==> config.mk <==
export PLATFORM = sky130hd
export DESIGN_NAME = reg_pipe
export DESIGN_NICKNAME = d
export VERILOG_FILES = /design/src/rtl/reg_pipe_pkg.sv /design/src/rtl/reg_pipe_stage.sv /design/src/rtl/reg_pipe.sv
export SDC_FILE = /design/constraint.sdc
export NUM_CORES = 1
export LEC_CHECK = 0
export CAP_MARGIN = 10
export CORE_MARGIN = 2
export CORE_UTILIZATION = 40
export DETAILED_ROUTE_END_ITERATION = 7
export PLACE_DENSITY = 0.73
export SLEW_MARGIN = 20
export SYNTH_ARGS = -nofsm -noshare
export SYNTH_HDL_FRONTEND = slang
export SYNTH_SLANG_ARGS = --single-unit
==> constraint.sdc <==
create_clock -name clk -period 2.7 [get_ports clk]
set_input_delay 0.675 -clock clk [delete_from_list [all_inputs] [get_ports clk]]
set_output_delay 0.675 -clock clk [all_outputs]
set_load 0.005 [all_outputs]
==> src/rtl/reg_pipe_pkg.sv <==
// reg_pipe_pkg: shared constants and helpers for the reg_pipe elastic
// register pipeline.
//   REG_PIPE_WIDTH_DEF  default data word width
//   REG_PIPE_DEPTH_DEF  default number of register stages
//   reg_pipe_cnt_w()    width of the occupancy counter for a given depth
package reg_pipe_pkg;

  localparam int REG_PIPE_WIDTH_DEF = 20;
  localparam int REG_PIPE_DEPTH_DEF = 4;

  // The counter has to represent 0..DEPTH inclusive.
  function automatic int reg_pipe_cnt_w(input int depth);
    return $clog2(depth + 1);
  endfunction

endpackage

==> src/rtl/reg_pipe_stage.sv <==
// reg_pipe_stage: one stage of the reg_pipe elastic pipeline.
// Holds a valid bit and a data word (plus a parity bit when the
// REG_PIPE_PARITY_EN macro is defined).
//   clk      rising-edge clock
//   rst      synchronous active-high reset: valid <= 0, data <= RST_VAL
//   i_flush  synchronous clear of the valid bit (data holds)
//   i_load   stage is allowed to take the word offered by its source
//   i_valid  source valid bit
//   i_data   source data word
//   i_par    source parity bit (REG_PIPE_PARITY_EN only)
//   o_par    stored parity bit (REG_PIPE_PARITY_EN only)
//   o_valid  stored valid bit
//   o_data   stored data word
module reg_pipe_stage
  import reg_pipe_pkg::*;
#(
  parameter int               WIDTH   = REG_PIPE_WIDTH_DEF,
  parameter logic [WIDTH-1:0] RST_VAL = '0
) (
  input  logic             clk,
  input  logic             rst,
  input  logic             i_flush,
  input  logic             i_load,
  input  logic             i_valid,
  input  logic [WIDTH-1:0] i_data,
`ifdef REG_PIPE_PARITY_EN
  input  logic             i_par,
  output logic             o_par,
`endif
  output logic             o_valid,
  output logic [WIDTH-1:0] o_data
);

  logic             r_valid;
  logic [WIDTH-1:0] r_data;

  always_ff @(posedge clk) begin
    if (rst) begin
      r_valid <= 1'b0;
      r_data  <= RST_VAL;
    end else begin
      if (i_flush) begin
        r_valid <= 1'b0;
      end else if (i_load) begin
        r_valid <= i_valid;
      end
      // Data only moves with a real word; bubbles and flushes leave it alone.
      if (!i_flush && i_load && i_valid) begin
        r_data <= i_data;
      end
    end
  end

`ifdef REG_PIPE_PARITY_EN
  logic r_par;

  always_ff @(posedge clk) begin
    if (rst) begin
      r_par <= ^RST_VAL;
    end else if (!i_flush && i_load && i_valid) begin
      r_par <= i_par;
    end
  end

  assign o_par = r_par;
`endif

  assign o_valid = r_valid;
  assign o_data  = r_data;

endmodule

==> src/rtl/reg_pipe.sv <==
// reg_pipe: parametrised elastic register pipeline with valid/ready flow
// control, bubble collapsing, synchronous flush and an occupancy count.
// Optional feature macro: REG_PIPE_PARITY_EN (per-stage even parity and the
// out_perr output).
//   clk        rising-edge clock
//   rst        synchronous active-high reset
//   flush      synchronous clear of all stage valid bits and the count
//   in_valid   upstream word present
//   in_data    upstream word
//   in_ready   pipeline accepts in_data this cycle (combinational)
//   out_valid  last stage holds a word
//   out_data   last-stage word
//   out_ready  downstream accepts out_data this cycle
//   count      number of valid stages (registered)
//   out_perr   parity error on the last stage (REG_PIPE_PARITY_EN only)
//
// Handshake: a word moves across an interface on a cycle where both valid
// and ready are high at the rising edge; valid never depends on ready, and
// ready may depend combinationally on the downstream ready.
module reg_pipe
  import reg_pipe_pkg::*;
#(
  parameter int               WIDTH   = REG_PIPE_WIDTH_DEF,
  parameter int               DEPTH   = REG_PIPE_DEPTH_DEF,
  parameter logic [WIDTH-1:0] RST_VAL = '0
) (
  input  logic                              clk,
  input  logic                              rst,
  input  logic                              flush,
  input  logic                              in_valid,
  input  logic [WIDTH-1:0]                  in_data,
  output logic                              in_ready,
  output logic                              out_valid,
  output logic [WIDTH-1:0]                  out_data,
  input  logic                              out_ready,
`ifdef REG_PIPE_PARITY_EN
  output logic                              out_perr,
`endif
  output logic [reg_pipe_cnt_w(DEPTH)-1:0]  count
);

  localparam int CW = reg_pipe_cnt_w(DEPTH);

  logic [DEPTH-1:0] w_valid;
  logic [WIDTH-1:0] w_data [DEPTH];
  logic [DEPTH:0]   w_rdy;
  logic             w_in_hs;
  logic             w_out_hs;
  logic [CW-1:0]    r_count;

`ifdef REG_PIPE_PARITY_EN
  logic [DEPTH-1:0] w_par;
`endif

  // Ready chain: a stage can load if it is empty or the stage ahead of it
  // is loading. This is what lets bubbles collapse behind a stalled tail.
  always_comb begin
    w_rdy        = '0;
    w_rdy[DEPTH] = out_ready;
    for (int i = DEPTH - 1; i >= 0; i--) begin
      w_rdy[i] = !w_valid[i] | w_rdy[i+1];
    end
  end

  for (genvar i = 0; i < DEPTH; i++) begin : g_stage
    logic             w_src_valid;
    logic [WIDTH-1:0] w_src_data;

    if (i == 0) begin : g_head
      assign w_src_valid = in_valid;
      assign w_src_data  = in_data;
    end else begin : g_body
      assign w_src_valid = w_valid[i-1];
      assign w_src_data  = w_data[i-1];
    end

`ifdef REG_PIPE_PARITY_EN
    logic w_src_par;

    // Parity is generated once at entry and then carried with the word.
    if (i == 0) begin : g_par_head
      assign w_src_par = ^in_data;
    end else begin : g_par_body
      assign w_src_par = w_par[i-1];
    end
`endif

    reg_pipe_stage #(
      .WIDTH   (WIDTH),
      .RST_VAL (RST_VAL)
    ) u_stage (
      .clk     (clk),
      .rst     (rst),
      .i_flush (flush),
      .i_load  (w_rdy[i]),
      .i_valid (w_src_valid),
      .i_data  (w_src_data),
`ifdef REG_PIPE_PARITY_EN
      .i_par   (w_src_par),
      .o_par   (w_par[i]),
`endif
      .o_valid (w_valid[i]),
      .o_data  (w_data[i])
    );
  end

  assign w_in_hs  = in_valid & w_rdy[0];
  assign w_out_hs = w_valid[DEPTH-1] & out_ready;

  // Occupancy follows the two handshakes; a simultaneous in and out leaves
  // it unchanged.
  always_ff @(posedge clk) begin
    if (rst) begin
      r_count <= '0;
    end else if (flush) begin
      r_count <= '0;
    end else if (w_in_hs && !w_out_hs) begin
      r_count <= r_count + CW'(1);
    end else if (!w_in_hs && w_out_hs) begin
      r_count <= r_count - CW'(1);
    end
  end

  assign in_ready  = w_rdy[0];
  assign out_valid = w_valid[DEPTH-1];
  assign out_data  = w_data[DEPTH-1];
  assign count     = r_count;

`ifdef REG_PIPE_PARITY_EN
  assign out_perr = w_valid[DEPTH-1] & ((^w_data[DEPTH-1]) != w_par[DEPTH-1]);
`endif

endmodule

======== After elaboration in Yosys (flattened, before gate mapping) ========
Index checks and enable logic that the tools add are counted.
word-level totals
  register bits ........................... 87
  output and inout bits ................... 25
  word-level logic and storage cells ...... 38
cells by class
  add/subtract/negate cells ............... 2
  multiplexer cells ....................... 2
  bitwise operators ....................... 6
  reduce and logical (&&, ||, !) cells .... 19
operator list
  cell                                                                number
  1-bit logical AND                                                   10
  1-bit zero test                                                     7
  3-bit 2-to-1 mux                                                    2
  1-bit bitwise OR                                                    4
  3-bit by 1-bit adder with 3-bit output, second input constant       1
  3-bit by 1-bit subtractor with 3-bit output, second input constant  1
  1-bit AND                                                           2
  2-bit nonzero test                                                  1
  2-bit OR reduction                                                  1

======== Longest topological paths before layout ========
Gate-level depths: netlist of the first run.
  depth after elaboration ................. 10
  mapped depth ............................ 9
  depth with buffers taken out ............ 9

======== Hierarchy ========
Synthesis of the first run repeated with hierarchy kept, for this count alone.
second synthesis, totals
  cells, all modules ...................... 385
  area, all modules ....................... 4033.9 µm²
by module, submodules not included
  module          instances  cells an instance  area each (µm²)  sequential area each (µm²)
  reg_pipe_stage  4          91                 960.9            420.4
  reg_pipe        1          21                 190.2            60.1

======== Worst setup path after synthesis of the first run ========
Ideal clock, no wire load.
  kind .................................... input port to flip-flop
  start ................................... input port out_ready
  end ..................................... register r_count[2], in the netlist count[2]
  data arrival time ....................... 2234 ps
  required time ........................... 2630 ps
  path slack .............................. 396 ps
  stages .................................. 9
  buffers on the path ..................... 0
  cell sequence ........................... and4b_4 nand2_1 and2_1 ha_1 inv_1 fa_1 xor2_1 or3_1 a21oi_1
between the ends
  longest elaborated chain between the ends .. 8
RTL lines
  element                              RTL line         source
  start: declaration                   reg_pipe.sv:35   input logic out_ready,
  1-bit bitwise OR * (4 in a row)      reg_pipe.sv:61   w_rdy[i] = !w_valid[i] | w_rdy[i+1];
  named net in_ready                   reg_pipe.sv:32   output logic in_ready,
  1-bit AND *                          reg_pipe.sv:107  assign w_in_hs = in_valid & w_rdy[0];
  1-bit zero test                      reg_pipe.sv:119  end else if (!w_in_hs && w_out_hs) begin
  1-bit logical AND                    reg_pipe.sv:119
  2-bit nonzero test (no source line)  -
  end signal: assignment               reg_pipe.sv:118  r_count <= r_count + CW'(1);
  end signal: assignment               reg_pipe.sv:120  r_count <= r_count - CW'(1);
  end: declaration                     reg_pipe.sv:49   logic [CW-1:0] r_count;
Mark *: on every way through the listed nets, which the timed path passes. The rest lies on a longest branch.
A chain may end at the register's enable or synchronous reset.

======== Worst setup path in the final report of the first run ========
  start ................................... input port out_ready
  end ..................................... output port in_ready
between the ends
  longest elaborated chain between the ends .. 4
RTL lines
  element                        RTL line
  1-bit bitwise OR (4 in a row)  reg_pipe.sv:61
  end: declaration               reg_pipe.sv:32
No other way between the ends.

==> impl_metrics.tcl, run 1 <==
set metrics [dict create \
    status "complete, no violations" \
    ys_warn_count 0 \
    synth.area.mux_share 0.0599 \
    power.density_nw_per_um2 567 \
    grt_max_degree 51 \
    place_ws_ns -0.219 \
    start_kind "input port" \
    fin_nets 467 \
    worst-r2r-cell-count 9 \
    max_freq_mhz 388 \
    dr.pass1.iters 6 \
    row_count 34 \
    io_buffers 49 \
    synthAdderAreaFrac 0.00927 \
    synth_compound_area_frac 0.178 \
    hold_ws_ns 0.466 \
    maxSlewHeadroom 0.568 \
    start_util 0.408 \
    synth_top_family_by_area "simple AND/OR/NAND/NOR gates" \
    setup_ws_ns 0.121 \
    worst_pin_slew_ns 0.648 \
    vias 2865 \
    die-area_um2 9540 \
    setup_viol 0 \
    synth_xor_area_frac 0.00499 \
    hp-class "reg2reg" \
    diodes 0 \
    routed_via_density 5.19 \
    die_w_um 97.7 \
    die_h_um 97.7 \
    place_hpwl_mm 4.83 \
    final.setup.tns_ns 0 \
    avgSynthCellArea_um2 8.73 \
    wl_per_cell_um 12.9 \
    min_period_over_period 0.955 \
    drv_slew 0 \
    htree_levels 3 \
    worstSetupPathType "in2out" \
    place.gp.congestion 0.754 \
    cts_buffers 9 \
    cp.arrival_ns 1.90 \
    clockBufferDepth 2 \
    grt_pass1_wl_mm 12.0 \
    ir_drop_mv 0.287 \
    cts_root_buffer "clkbuf_8" \
    cp_max_fo 2 \
    rsz0062_at_grt "false" \
    synth_nets 429 \
    antenna_left 0 \
    ioPinCount 50 \
    grt_pass1_vias 2630 \
    drv_cap 0 \
    cp.required_ns 2.03 \
    antenna_found_initial 0 \
    postSynthCellCount 402 \
    clkLatencyLatePin_ns 0.35 \
    syn_to_final_growth_pct 22.5 \
    hold_viol 0 \
    ys_ff_latch 87 \
    grt-ovfl-total 0 \
    cts_tree "done" \
    clk_pin_slew_ns 0.08 \
    ys_types 27 \
    yosysSeqAreaShare 0.496 \
    period_minus_slack_ns 2.58 \
    post-route-drc-count 0 \
    routed_wirelength_mm 7.11 \
    synthSimpleGateAreaFrac 0.201 \
    placed_cell_area_um2 4080 \
    drive_above_1_share 0.0743 \
    finalInstanceArea_um2 4300 \
    whs_path_depth 2 \
    skew_ns 0.0116 \
    clock_sinks 87 \
    drt_iter0_drc 195 \
    synth_area_um2 3510 \
    grt.total_usage 0.152 \
    critPathCaptureType "output port" \
    core_um2 8590 \
    leakage_nw 1.43 \
]
## worst paths after layout
path                                   to                          from  slack (ns)
max                              in_ready                     out_ready        0.12
min          g_stage[3].u_stage.o_data[0]  g_stage[2].u_stage.o_data[0]        0.47
max reg2reg                      count[2]    g_stage[3].u_stage.o_valid        0.60
min reg2reg  g_stage[3].u_stage.o_data[0]  g_stage[2].u_stage.o_data[0]        0.47
## Yosys cell counts (all sizes together)
library cell	number	area (um^2)
fa	1	20.0
nand2	2	7.51
dfxtp	87	1740
nand3	60	300
and2b	1	7.51
buf	11	72.6
nand3b	1	7.51
nor2b	3	18.8
ha	1	12.5
inv	2	7.51
nor2	10	37.5
a21oi	63	319
nand2b	45	282
mux2i	21	210
xor2	2	17.5
or3	1	6.26
and3b	1	8.76
and2	1	6.26
and4b	1	13.8
clkbuf	26	98.8
nand4b	1	8.76
o21ai	61	305
## critical path, stage by stage
cell and delay (ns):
dlygate4sd2_1 0.27, and4b_4 0.33, nand2_1 0.06, buf_4 0.13, clkdlybuf4s50_1 0.43
## what timing repair did
action,CTS,global route
endpoints found under the setup margin,1,0
setup buffers,0,0
hold buffers,0,0
gates resized for setup,1,0
## per-stage QoR
stage | total power, mW | util | cells
global placement | 1.48 | 0.475 | 537
CTS | 2.45 | 0.500 | 552
finish | 2.44 | 0.500 | 552
global route | 2.53 | 0.500 | 552
floorplan | 1.42 | - | 402
detailed placement | 1.48 | 0.475 | 537
## power by group
| group | internal, mW | switching, mW |
|---|---|---|
| registers | 1.30 | 0.0132 |
| clock network | 0.522 | 0.462 |
| logic | 0.0769 | 0.0609 |
| total | 1.90 | 0.536 |
## registers in the layout, indices dropped and copies added, names as in the netlist
name / count
count: 3
g_stage.u_stage.o_data: 80
g_stage.u_stage.o_valid: 4
## placed cells by master, fill, tap and decap left out, types with 2 or more instances in the layout
| cell | n |
|---|---|
| o21ai_0 | 56 |
| nand3_1 | 60 |
| clkdlybuf4s50_1 | 47 |
| bufinv_16 | 2 |
| nor2_1 | 10 |
| xor2_1 | 2 |
| mux2i_1 | 21 |
| o21ai_1 | 5 |
| dfxtp_1 | 87 |
| nand2_1 | 2 |
| nor2b_1 | 3 |
| inv_6 | 2 |
| clkinvlp_4 | 2 |
| nand2b_1 | 45 |
| a21oi_1 | 62 |
| clkbuf_8 | 9 |
| inv_1 | 2 |
| buf_4 | 14 |
## cell type report
| class | count | area [um^2] |
|---|---|---|
| clock buffer | 9 | 124 |
| clock inverter | 6 | 92.6 |
| fill | 814 | 4290 |
| inverter | 2 | 7.51 |
| multi-input combinational | 276 | 1590 |
| sequential | 87 | 1740 |
| tap | 108 | 135 |
| timing repair buffer | 64 | 609 |
## cell families (layout without fill, tap and decap cells)
logic type / after synthesis / count (layout)
buffers and inverters: 39 / 81
flip-flops: 87 / 87
AND/OR/NAND/NOR: 127 / 127
AO/OA/AOI/OAI: 124 / 124
XOR/XNOR: 2 / 2
multiplexers: 21 / 21
adder cells (fa/ha/maj): 2 / 2
## routing by layer
| metal | global-route usage | vias to the layer above | wire [um] |
|---|---|---|---|
| li1 | - | 1473 | - |
| met1 | 0.209 | 1301 | 3590 |
| met2 | 0.230 | 83 | 3080 |
| met3 | 0.0317 | 8 | 325 |
| met4 | 0.0684 | 0 | 104 |
| met5 | 0 | - | 0 |
(Power assumes the default switching activity.)
==> run 2, diff against run 1 <==
--- a/config.mk
+++ b/config.mk
@@ -8,6 +8,7 @@
 export CAP_MARGIN = 10
 export CORE_MARGIN = 2
 export CORE_UTILIZATION = 40
+export CTS_CLUSTER_SIZE = 30
 export DETAILED_ROUTE_END_ITERATION = 7
 export PLACE_DENSITY = 0.73
 export SLEW_MARGIN = 20
==> results of run 2 <==
Final layout, timing and power as in run 1 (identical DEF).
==> run 3, diff against run 2 <==
--- a/config.mk
+++ b/config.mk
@@ -11,7 +11,7 @@
 export CTS_CLUSTER_SIZE = 30
 export DETAILED_ROUTE_END_ITERATION = 7
 export PLACE_DENSITY = 0.73
-export SLEW_MARGIN = 20
+export SLEW_MARGIN = 40
 export SYNTH_ARGS = -nofsm -noshare
 export SYNTH_HDL_FRONTEND = slang
 export SYNTH_SLANG_ARGS = --single-unit
==> results of run 3 <==
Final layout, timing and power as in run 1 (identical DEF).
